`src/rtl/alu_pkg.sv`:
```
// Shared types for the ALU execute block: operation codes, FSM states, decode helper.
package alu_pkg;

  typedef enum logic [3:0] {
    ALU_ADD  = 4'b0000,
    ALU_SUB  = 4'b0001,
    ALU_AND  = 4'b0010,
    ALU_OR   = 4'b0011,
    ALU_XOR  = 4'b0100,
    ALU_SLT  = 4'b0101,
    ALU_SLTU = 4'b0110,
    ALU_SLL  = 4'b0111,
    ALU_SRL  = 4'b1000,
    ALU_SRA  = 4'b1001
  } alu_op_t;

  typedef enum logic [1:0] {
    ST_IDLE  = 2'b00,
    ST_SHIFT = 2'b01,
    ST_DONE  = 2'b10
  } state_t;

  localparam int unsigned SHAMT_W = 5;

  // True for the three serial shift operations.
  function automatic logic is_shift(logic [3:0] op);
    return (op == ALU_SLL) || (op == ALU_SRL) || (op == ALU_SRA);
  endfunction

endpackage

```
`src/rtl/alu_core.sv`:
```
// Combinational single-cycle ALU; shift codes pass operand A through as the shift seed.
module alu_core
  import alu_pkg::*;
#(
  parameter int unsigned WIDTH = 32
) (
  input  logic [3:0]       op,
  input  logic [WIDTH-1:0] a,
  input  logic [WIDTH-1:0] b,
  output logic [WIDTH-1:0] result,
  output logic             illegal
);

  always_comb begin
    result  = '0;
    illegal = 1'b0;
    case (op)
      ALU_ADD:  result = a + b;
      ALU_SUB:  result = a - b;
      ALU_AND:  result = a & b;
      ALU_OR:   result = a | b;
      ALU_XOR:  result = a ^ b;
      ALU_SLT:  result = WIDTH'($signed(a) < $signed(b));
      ALU_SLTU: result = WIDTH'(a < b);
      ALU_SLL, ALU_SRL, ALU_SRA: result = a;
      default:  illegal = 1'b1;
    endcase
  end

endmodule

```
`src/rtl/alu_exec.sv`:
```
// ALU execute stage with valid/ready handshakes; shifts run serially one bit per cycle.
module alu_exec
  import alu_pkg::*;
#(
  parameter int unsigned WIDTH = 32
) (
  input  logic             clk,
  input  logic             reset,
  input  logic             in_valid,
  output logic             in_ready,
  input  logic [3:0]       ALUControl,
  input  logic [WIDTH-1:0] a,
  input  logic [WIDTH-1:0] b,
  output logic             out_valid,
  input  logic             out_ready,
  output logic [WIDTH-1:0] result,
  output logic             zero,
  output logic             illegal
);

  state_t               state, state_next;
  alu_op_t              op_q;
  logic [SHAMT_W-1:0]   cnt;
  logic [SHAMT_W-1:0]   shamt;
  logic [WIDTH-1:0]     core_result;
  logic                 core_illegal;
  logic [WIDTH-1:0]     step;
  logic                 accept;
  logic                 go_shift;

  alu_core #(.WIDTH(WIDTH)) u_core (
    .op      (ALUControl),
    .a       (a),
    .b       (b),
    .result  (core_result),
    .illegal (core_illegal)
  );

  assign shamt    = b[SHAMT_W-1:0];
  assign accept   = in_valid & in_ready;
  assign go_shift = is_shift(ALUControl) && (shamt != '0);

  // One-bit shift step applied to the in-flight value held in result.
  always_comb begin
    step = result;
    case (op_q)
      ALU_SLL: step = {result[WIDTH-2:0], 1'b0};
      ALU_SRL: step = {1'b0, result[WIDTH-1:1]};
      ALU_SRA: step = {result[WIDTH-1], result[WIDTH-1:1]};
      default: step = result;
    endcase
  end

  always_ff @(posedge clk) begin
    if (reset) state <= ST_IDLE;
    else       state <= state_next;
  end

  always_comb begin
    state_next = state;
    case (state)
      ST_IDLE:  if (in_valid) state_next = go_shift ? ST_SHIFT : ST_DONE;
      ST_SHIFT: if (cnt == SHAMT_W'(1)) state_next = ST_DONE;
      ST_DONE:  if (out_ready) state_next = ST_IDLE;
      default:  state_next = ST_IDLE;
    endcase
  end

  always_comb begin
    in_ready  = 1'b0;
    out_valid = 1'b0;
    case (state)
      ST_IDLE: in_ready  = 1'b1;
      ST_DONE: out_valid = 1'b1;
      default: ;
    endcase
  end

  // Result path: captured at acceptance, then stepped while shifting, frozen in DONE.
  always_ff @(posedge clk) begin
    if (reset) begin
      result  <= '0;
      zero    <= 1'b0;
      illegal <= 1'b0;
      cnt     <= '0;
      op_q    <= ALU_ADD;
    end else begin
      case (state)
        ST_IDLE: begin
          if (accept) begin
            if (go_shift) begin
              result  <= a;
              cnt     <= shamt;
              op_q    <= alu_op_t'(ALUControl);
              zero    <= 1'b0;
              illegal <= 1'b0;
            end else begin
              result  <= core_result;
              zero    <= (core_result == '0);
              illegal <= core_illegal;
            end
          end
        end
        ST_SHIFT: begin
          result <= step;
          cnt    <= cnt - SHAMT_W'(1);
          if (cnt == SHAMT_W'(1)) zero <= (step == '0);
        end
        default: ;
      endcase
    end
  end

endmodule

```
`config.mk`:
```
export PLATFORM = sky130hd
export DESIGN_NAME = alu_exec
export DESIGN_NICKNAME = d
export VERILOG_FILES = /design/src/rtl/alu_pkg.sv /design/src/rtl/alu_core.sv /design/src/rtl/alu_exec.sv
export SDC_FILE = /design/constraint.sdc
export NUM_CORES = 1
export LEC_CHECK = 0
export CORE_UTILIZATION = 53
export DETAILED_ROUTE_END_ITERATION = 10
export GPL_TIMING_DRIVEN = 0
export PLACE_DENSITY = 0.83
export SYNTH_ARGS = -nofsm -noshare
export SYNTH_HDL_FRONTEND = slang
export SYNTH_SLANG_ARGS = --single-unit
```
`constraint.sdc`:
```
create_clock -name clk -period 3.7 [get_ports clk]
set_input_delay 0.37 -clock clk [delete_from_list [all_inputs] [get_ports clk]]
set_output_delay 0.37 -clock clk [all_outputs]
set_load 0.01 [all_outputs]
```
* Word-level counts from Yosys, hierarchy flattened
Cells that the tools add are included.
** Operators by class
- Add/sub/neg operators :: 3
- $lt $le $gt $ge :: 2
- Equal/unequal tests :: 20
- Multiplexer cells :: 21
- Bitwise logic cells :: 4
- Reduce and logical (&&, ||, !) cells :: 17
** Operator list (count)
- case mux 32 bit (8 select lines) :: 1
- case mux 32 bit (3 select lines) :: 1
- zero test 32 bit :: 2
- less-than comparator 32 bit :: 2
- 2-to-1 mux 32 bit :: 2
- case mux 32 bit (2 select lines) :: 1
- adder 32 bit :: 1
- bitwise AND 32 bit :: 1
- OR 32 bit :: 1
- subtractor 32 bit :: 1
- bitwise XOR 32 bit :: 1
- == test 4 x 3 -> 1 bit (second input constant) :: 5
- == test 4 bit (second input constant) :: 4
- AND reduction 3 bit :: 4
- 2-to-1 mux 5 bit :: 2
- inequality test 2 bit (second input constant) :: 5
- case mux 5 bit (2 select lines) :: 1
- OR reduction 10 bit :: 1
- == test 4 x 2 -> 1 bit (second input constant) :: 2
- 2-to-1 mux 2 bit :: 4
- 2-to-1 mux 1 bit :: 7
- case mux 2 bit (3 select lines) :: 1
- == test 5 x 1 -> 1 bit (second input constant) :: 1
- nonzero test 5 bit :: 1
- 13 further kinds :: 15
** Word-level totals
- Flip-flop bits (word level) :: 45
- Input port bits :: 72
- Logic and storage cells :: 73

* Longest topological paths before layout
- Depth in word-level cells :: 7
- Mapped depth :: 14

* Cells and area by module
Synthesis repeated with hierarchy kept, for this count alone.
** Second synthesis, totals
- Cell total of the unflattened synthesis :: 1135
- Area, all modules :: 8056.5 µm²
** Modules (own cells, without submodules)
- alu_core :: instances 1, cells an instance 754, area an instance 4954.8 µm², seq. area each 0.0 µm²
- alu_exec :: instances 1, cells an instance 381, area an instance 3101.7 µm², seq. area each 900.9 µm²

* Least setup slack after synthesis
Ideal clock, no wire load.
- Path type :: input -> register
- Start :: input a[0]
- End :: register zero
- Library setup time :: 96 ps
- Arrival time :: 3388 ps
- Required time :: 3604 ps
- Path slack :: 217 ps
- Stages :: 14
- Path buffers :: 0
- Cell sequence :: inv_1 ha_1 fa_1 or2_1 a2111o_1 a31oi_4 nand4_1 and3_1 a21o_1 xor2_1 a211o_1 nor4_2 nand4_1 o41ai_2
** On the way
- Longest elaborated chain between the ends :: 6
- Elaborated cells on any way between the ends :: 12
- Those cells by class :: add/sub (2); order compare (2); mux (4); bitwise (3); reduce/logical (1)
** Ends and longest elaborated chain
- start, declared :: line alu_exec.sv:12 : input logic [WIDTH-1:0] a,
- subtractor 32 bit, or another cell as far along :: line alu_core.sv:19 : ALU_SUB: result = a - b;
- case mux 32 bit (8 select lines) * :: line alu_core.sv:17 : case (op)
- zero test 32 bit * :: line alu_exec.sv:99 : zero <= (core_result == '0);
- 2-to-1 mux 1 bit * :: line alu_exec.sv:91 : if (go_shift) begin
- 2-to-1 mux 1 bit * :: line alu_exec.sv:90 : if (accept) begin
- case mux 1 bit (2 select lines) * :: line alu_exec.sv:88 : case (state)
- end signal, assigned :: line alu_exec.sv:99
- end signal, assigned :: line alu_exec.sv:107 : if (cnt == SHAMT_W'(1)) zero <= (step == '0);
- end, declared :: line alu_exec.sv:17 : output logic zero,
Every way passes the cells marked *; elsewhere a longest branch is shown, timed or not. The select of a mux whose other input is x is not followed.
A chain may end at the register's enable or synchronous reset.

* Worst setup path after layout
- Start :: input a[13]
- End :: register zero
The elaborated chain is that of the path after synthesis.

==> impl_metrics.toml <==
[status]
outcome = "complete, but fails checks"
violations = "setup timing"

[timing]
worst_slack_ns = -0.0223
slew_viol_final = 0
tightest_slew_ns = 0.891
rsz0062_at_grt = "yes"
period_share = 1.01
hold_slack_ns = 0.414
fmax_ghz = 0.269
setup_viol = 1
maxSlewHeadroom = 0.401
hold_viol = 0
period_needed_ns = 3.72
finClkSkew_ns = 0.0110

[hold_path]
hp-class = "in -> reg"
hold_depth = 3
whs_endpoint = "cnt[3]$_SDFFE_PP0P_"
min_from = "b[3]"

[pwr]
seqPwrFrac = 0.224
p_comb_frac = 0.579
p_total_mw = 2.76
powerDensity_mw_per_mm2 = 252
p_int_mw = 1.49
switching_share = 0.459
p_sw_mw = 1.27
clkPwrFrac = 0.198
leakagePower_nw = 4.60
ir_drop_v = 0.000234

[floorplan]
die_w_um = 130
core_sq_mm = 0.0159
row_count = 46
dieHeight_um = 130
die_area_sq_mm = 0.0168
start_util = 0.543
ios = 108

[setup_path]
path_class = "in -> reg"
cpPeakStageDelay_ns = 0.57
worstSetupEndpointType = "flop"
start_kind = "input pin"
cp_max_fo = 10
critPathRequiredTime_ns = 3.90
r2r-start = "op_q[2]$_SDFFE_PP0P_"
r2r_slack_ns = 0.39
worst_r2r_path_depth = 9
slowest_stage = "clkdlybuf4s50_1"
r2r_end = "result[9]$_SDFFE_PP0P_"
cp.arrival_ns = 3.92
path_cells = "clkdlybuf4s50_1, inv_1, ha_2, a21oi_1, o21a_1, a21bo_2, a21oi_4, a211oi_1, or4_1, o21ba_2, o211ai_1, nor4_2, nand4_1, o41ai_2"

[finish]
fin_cells = 1614
synthToLayoutAreaGrowth_pct = 26.9
nNetsFinal = 1586
regArea_sq_um = 901
diodes = 0
fillers = 1448
drive_gt1_frac = 0.142
final_area_sq_mm = 0.0109
multiInputGateArea_sq_mm = 0.00762

[flow_run]
maxCapViolations = 0

[routing]
vias_per_cell = 6.89
dr_total_vias = 11100
wire_per_inst_um = 22.5
drt_pass1_iterations = 6
postRouteAntennaNets = 0
top_layer_used = "met4"
met1Wirelength_um = 14600
wl_met3_um = 4400
met2_length_um = 15500
drt_iter0_drc = 1475
wl_um = 36300
drc_errors = 0

[placement]
numPortBuffers = 105
dp.cells = 1593
hpwl_um = 27700
place.gp.congestion = 1.03
place_area_sq_mm = 0.00995
pre_cts_slack_ns = -1.10

[yosys]
synthTopCellsByArea = "ha_1 17%, dfxtp_1 10%, a21oi_1 7.6%"
yosysWarnings = 0
ys.flop_type = "dfxtp_1"
synth_top_area_frac = 0.167
synthArstFlopShare = 0
syn_area_per_cell_sq_um = 6.78
yosysTopAreaCell = "ha_1"
syn_nets = 1461
synth_edf_count = 0
ys_ff_latch = 45
netlist_area_sq_mm = 0.00863
ys_types = 80
synth_cells = 1272
seq_area_frac_synth = 0.104

[global_routing]
gr-total-overflow = 0
antenna_found_initial = 0
grt_pass1_vias = 9830
grt_usage = 0.418
grt_pass1_wl_um = 54400
grt_max_degree = 17

[clocking]
root_buffer = "clkbuf_16"
clkTransAtPathRegs_ns = 0.07
clkSinkCount = 45
clkLatencyLatePin_ns = 0.30
tritoncts = "done"
cts_made_buffers = 5
hold_buffers = 0
cts.path.max_buffers = 2
h-tree-depth = 2
## routing by layer
metal | global-route usage | vias to the layer above
met5 | 0 | -
met4 | 0.167 | 0
met3 | 0.0962 | 140
met2 | 0.633 | 754
met1 | 0.570 | 5248
li1 | - | 4977
## power by group through the flow
stage,Combinational (mW),Sequential (mW),Clock (mW)
3_3_place_gp,1.36,0.623,0
3_5_place_dp,1.37,0.623,0
4_1_cts,1.44,0.612,0.543
5_1_grt,1.70,0.622,0.566
2_1_floorplan,0.858,0.614,0
6_report,1.60,0.617,0.545
## worst max-delay path by stage
stage	end	slack (ns)	depth (start not counted)	from
floorplan	zero$_SDFFE_PP0P_	0.22	14	a[0]
global placement	zero$_SDFFE_PP0P_	-1.13	15	a[0]
detailed placement	zero$_SDFFE_PP0P_	-1.10	15	a[0]
CTS	zero$_SDFFE_PP0P_	-0.13	15	b[8]
global route	zero$_SDFFE_PP0P_	-0.12	15	a[18]
finish	zero$_SDFFE_PP0P_	-0.02	14	a[13]
## layout by cell type, fill, tap and decap left out, types with 8 or more instances in the layout
master           synthesis  final
a21oi_2                  1     16
clkbuf_1                67     45
nand2_1                105    104
mux2i_1                  9      9
o21a_1                   8      8
a21oi_1                131    111
o211ai_1                12     12
nor2_1                 127    123
xnor2_1                  9      9
a21o_1                  18     18
a22o_1                   9      9
a211oi_1                27     20
a31oi_1                 23     22
nor3_1                  52     48
o21ai_1                  8     11
o21ai_2                  0      8
a22oi_1                 16     16
ha_1                   115    107
dfxtp_1                 45     45
inv_1                   98     91
clkbuf_2                 0     17
nor2b_1                 18     16
a221o_1                 13     13
nand4_1                 13     13
clkdlybuf4s50_1          0     86
nand2b_1                11     10
o21ai_0                 79     67
buf_4                    2     23
buf_2                   16     11
nand3_1                 21     17
a221oi_1                26     23
## layout make-up
type,instances,share of cell area
Clock inverter,3,0.00434
Tap cell,216,0.0247
Sequential cell,45,0.0823
Timing Repair Buffer,124,0.110
Multi-Input combinational cell,1038,0.696
Buffer,85,0.0369
Clock buffer,5,0.0114
Inverter,98,0.0349
## stage by stage
| stage | util | setup TNS [ns] |
|---|---|---|
| after floorplan | - | 0 |
| after global placement | 0.626 | -20.26 |
| after detailed placement | 0.626 | -20.78 |
| after CTS | 0.655 | -0.243 |
| after global routing | 0.689 | -0.267 |
| final | 0.689 | -0.0223 |
## worst max-delay path, delay by kind of cell
family                     cells  cell delay (ns)
AOI/OAI and AO/OA              8             1.59
and+or+nand+nor                3             0.92
buffers and inverters          2             0.66
adders and majority gates      1             0.38
## sequential cells by signal, indices dropped and copies added, names as in the netlist
| name | flops |
|---|---|
| result | 32 |
| cnt | 5 |
| op_q | 4 |
| state | 2 |
| illegal | 1 |
| zero | 1 |
## repair_timing
item	CTS	global route
gates resized for setup	102	130
buffers inserted	2	17
endpoints found under the setup margin	31	20
cloned	0	0
pin swaps	14	28
## cell families after synthesis
group                      after synthesis  share of synthesized area
xor gates and xnor gates                12                     0.0122
and+or+nand+nor                        417                      0.233
buffers and inverters                  189                     0.0854
adders and majority gates              117                      0.171
DFF                                     45                      0.104
muxes                                    9                     0.0104
AOI/OAI and AO/OA                      483                      0.383
## cell usage after synthesis, types with 15 or more instances
master	n
nand2_1	105
inv_1	98
nor3_1	52
a221oi_1	26
a31oi_1	23
a21oi_1	131
nor4_1	15
buf_2	16
clkbuf_1	67
a211oi_1	27
a21o_1	18
ha_1	115
dfxtp_1	45
nor2_1	127
o21ai_0	79
a22oi_1	16
nand3_1	21
nor2b_1	18
Power figures use the tool's default switching activity.
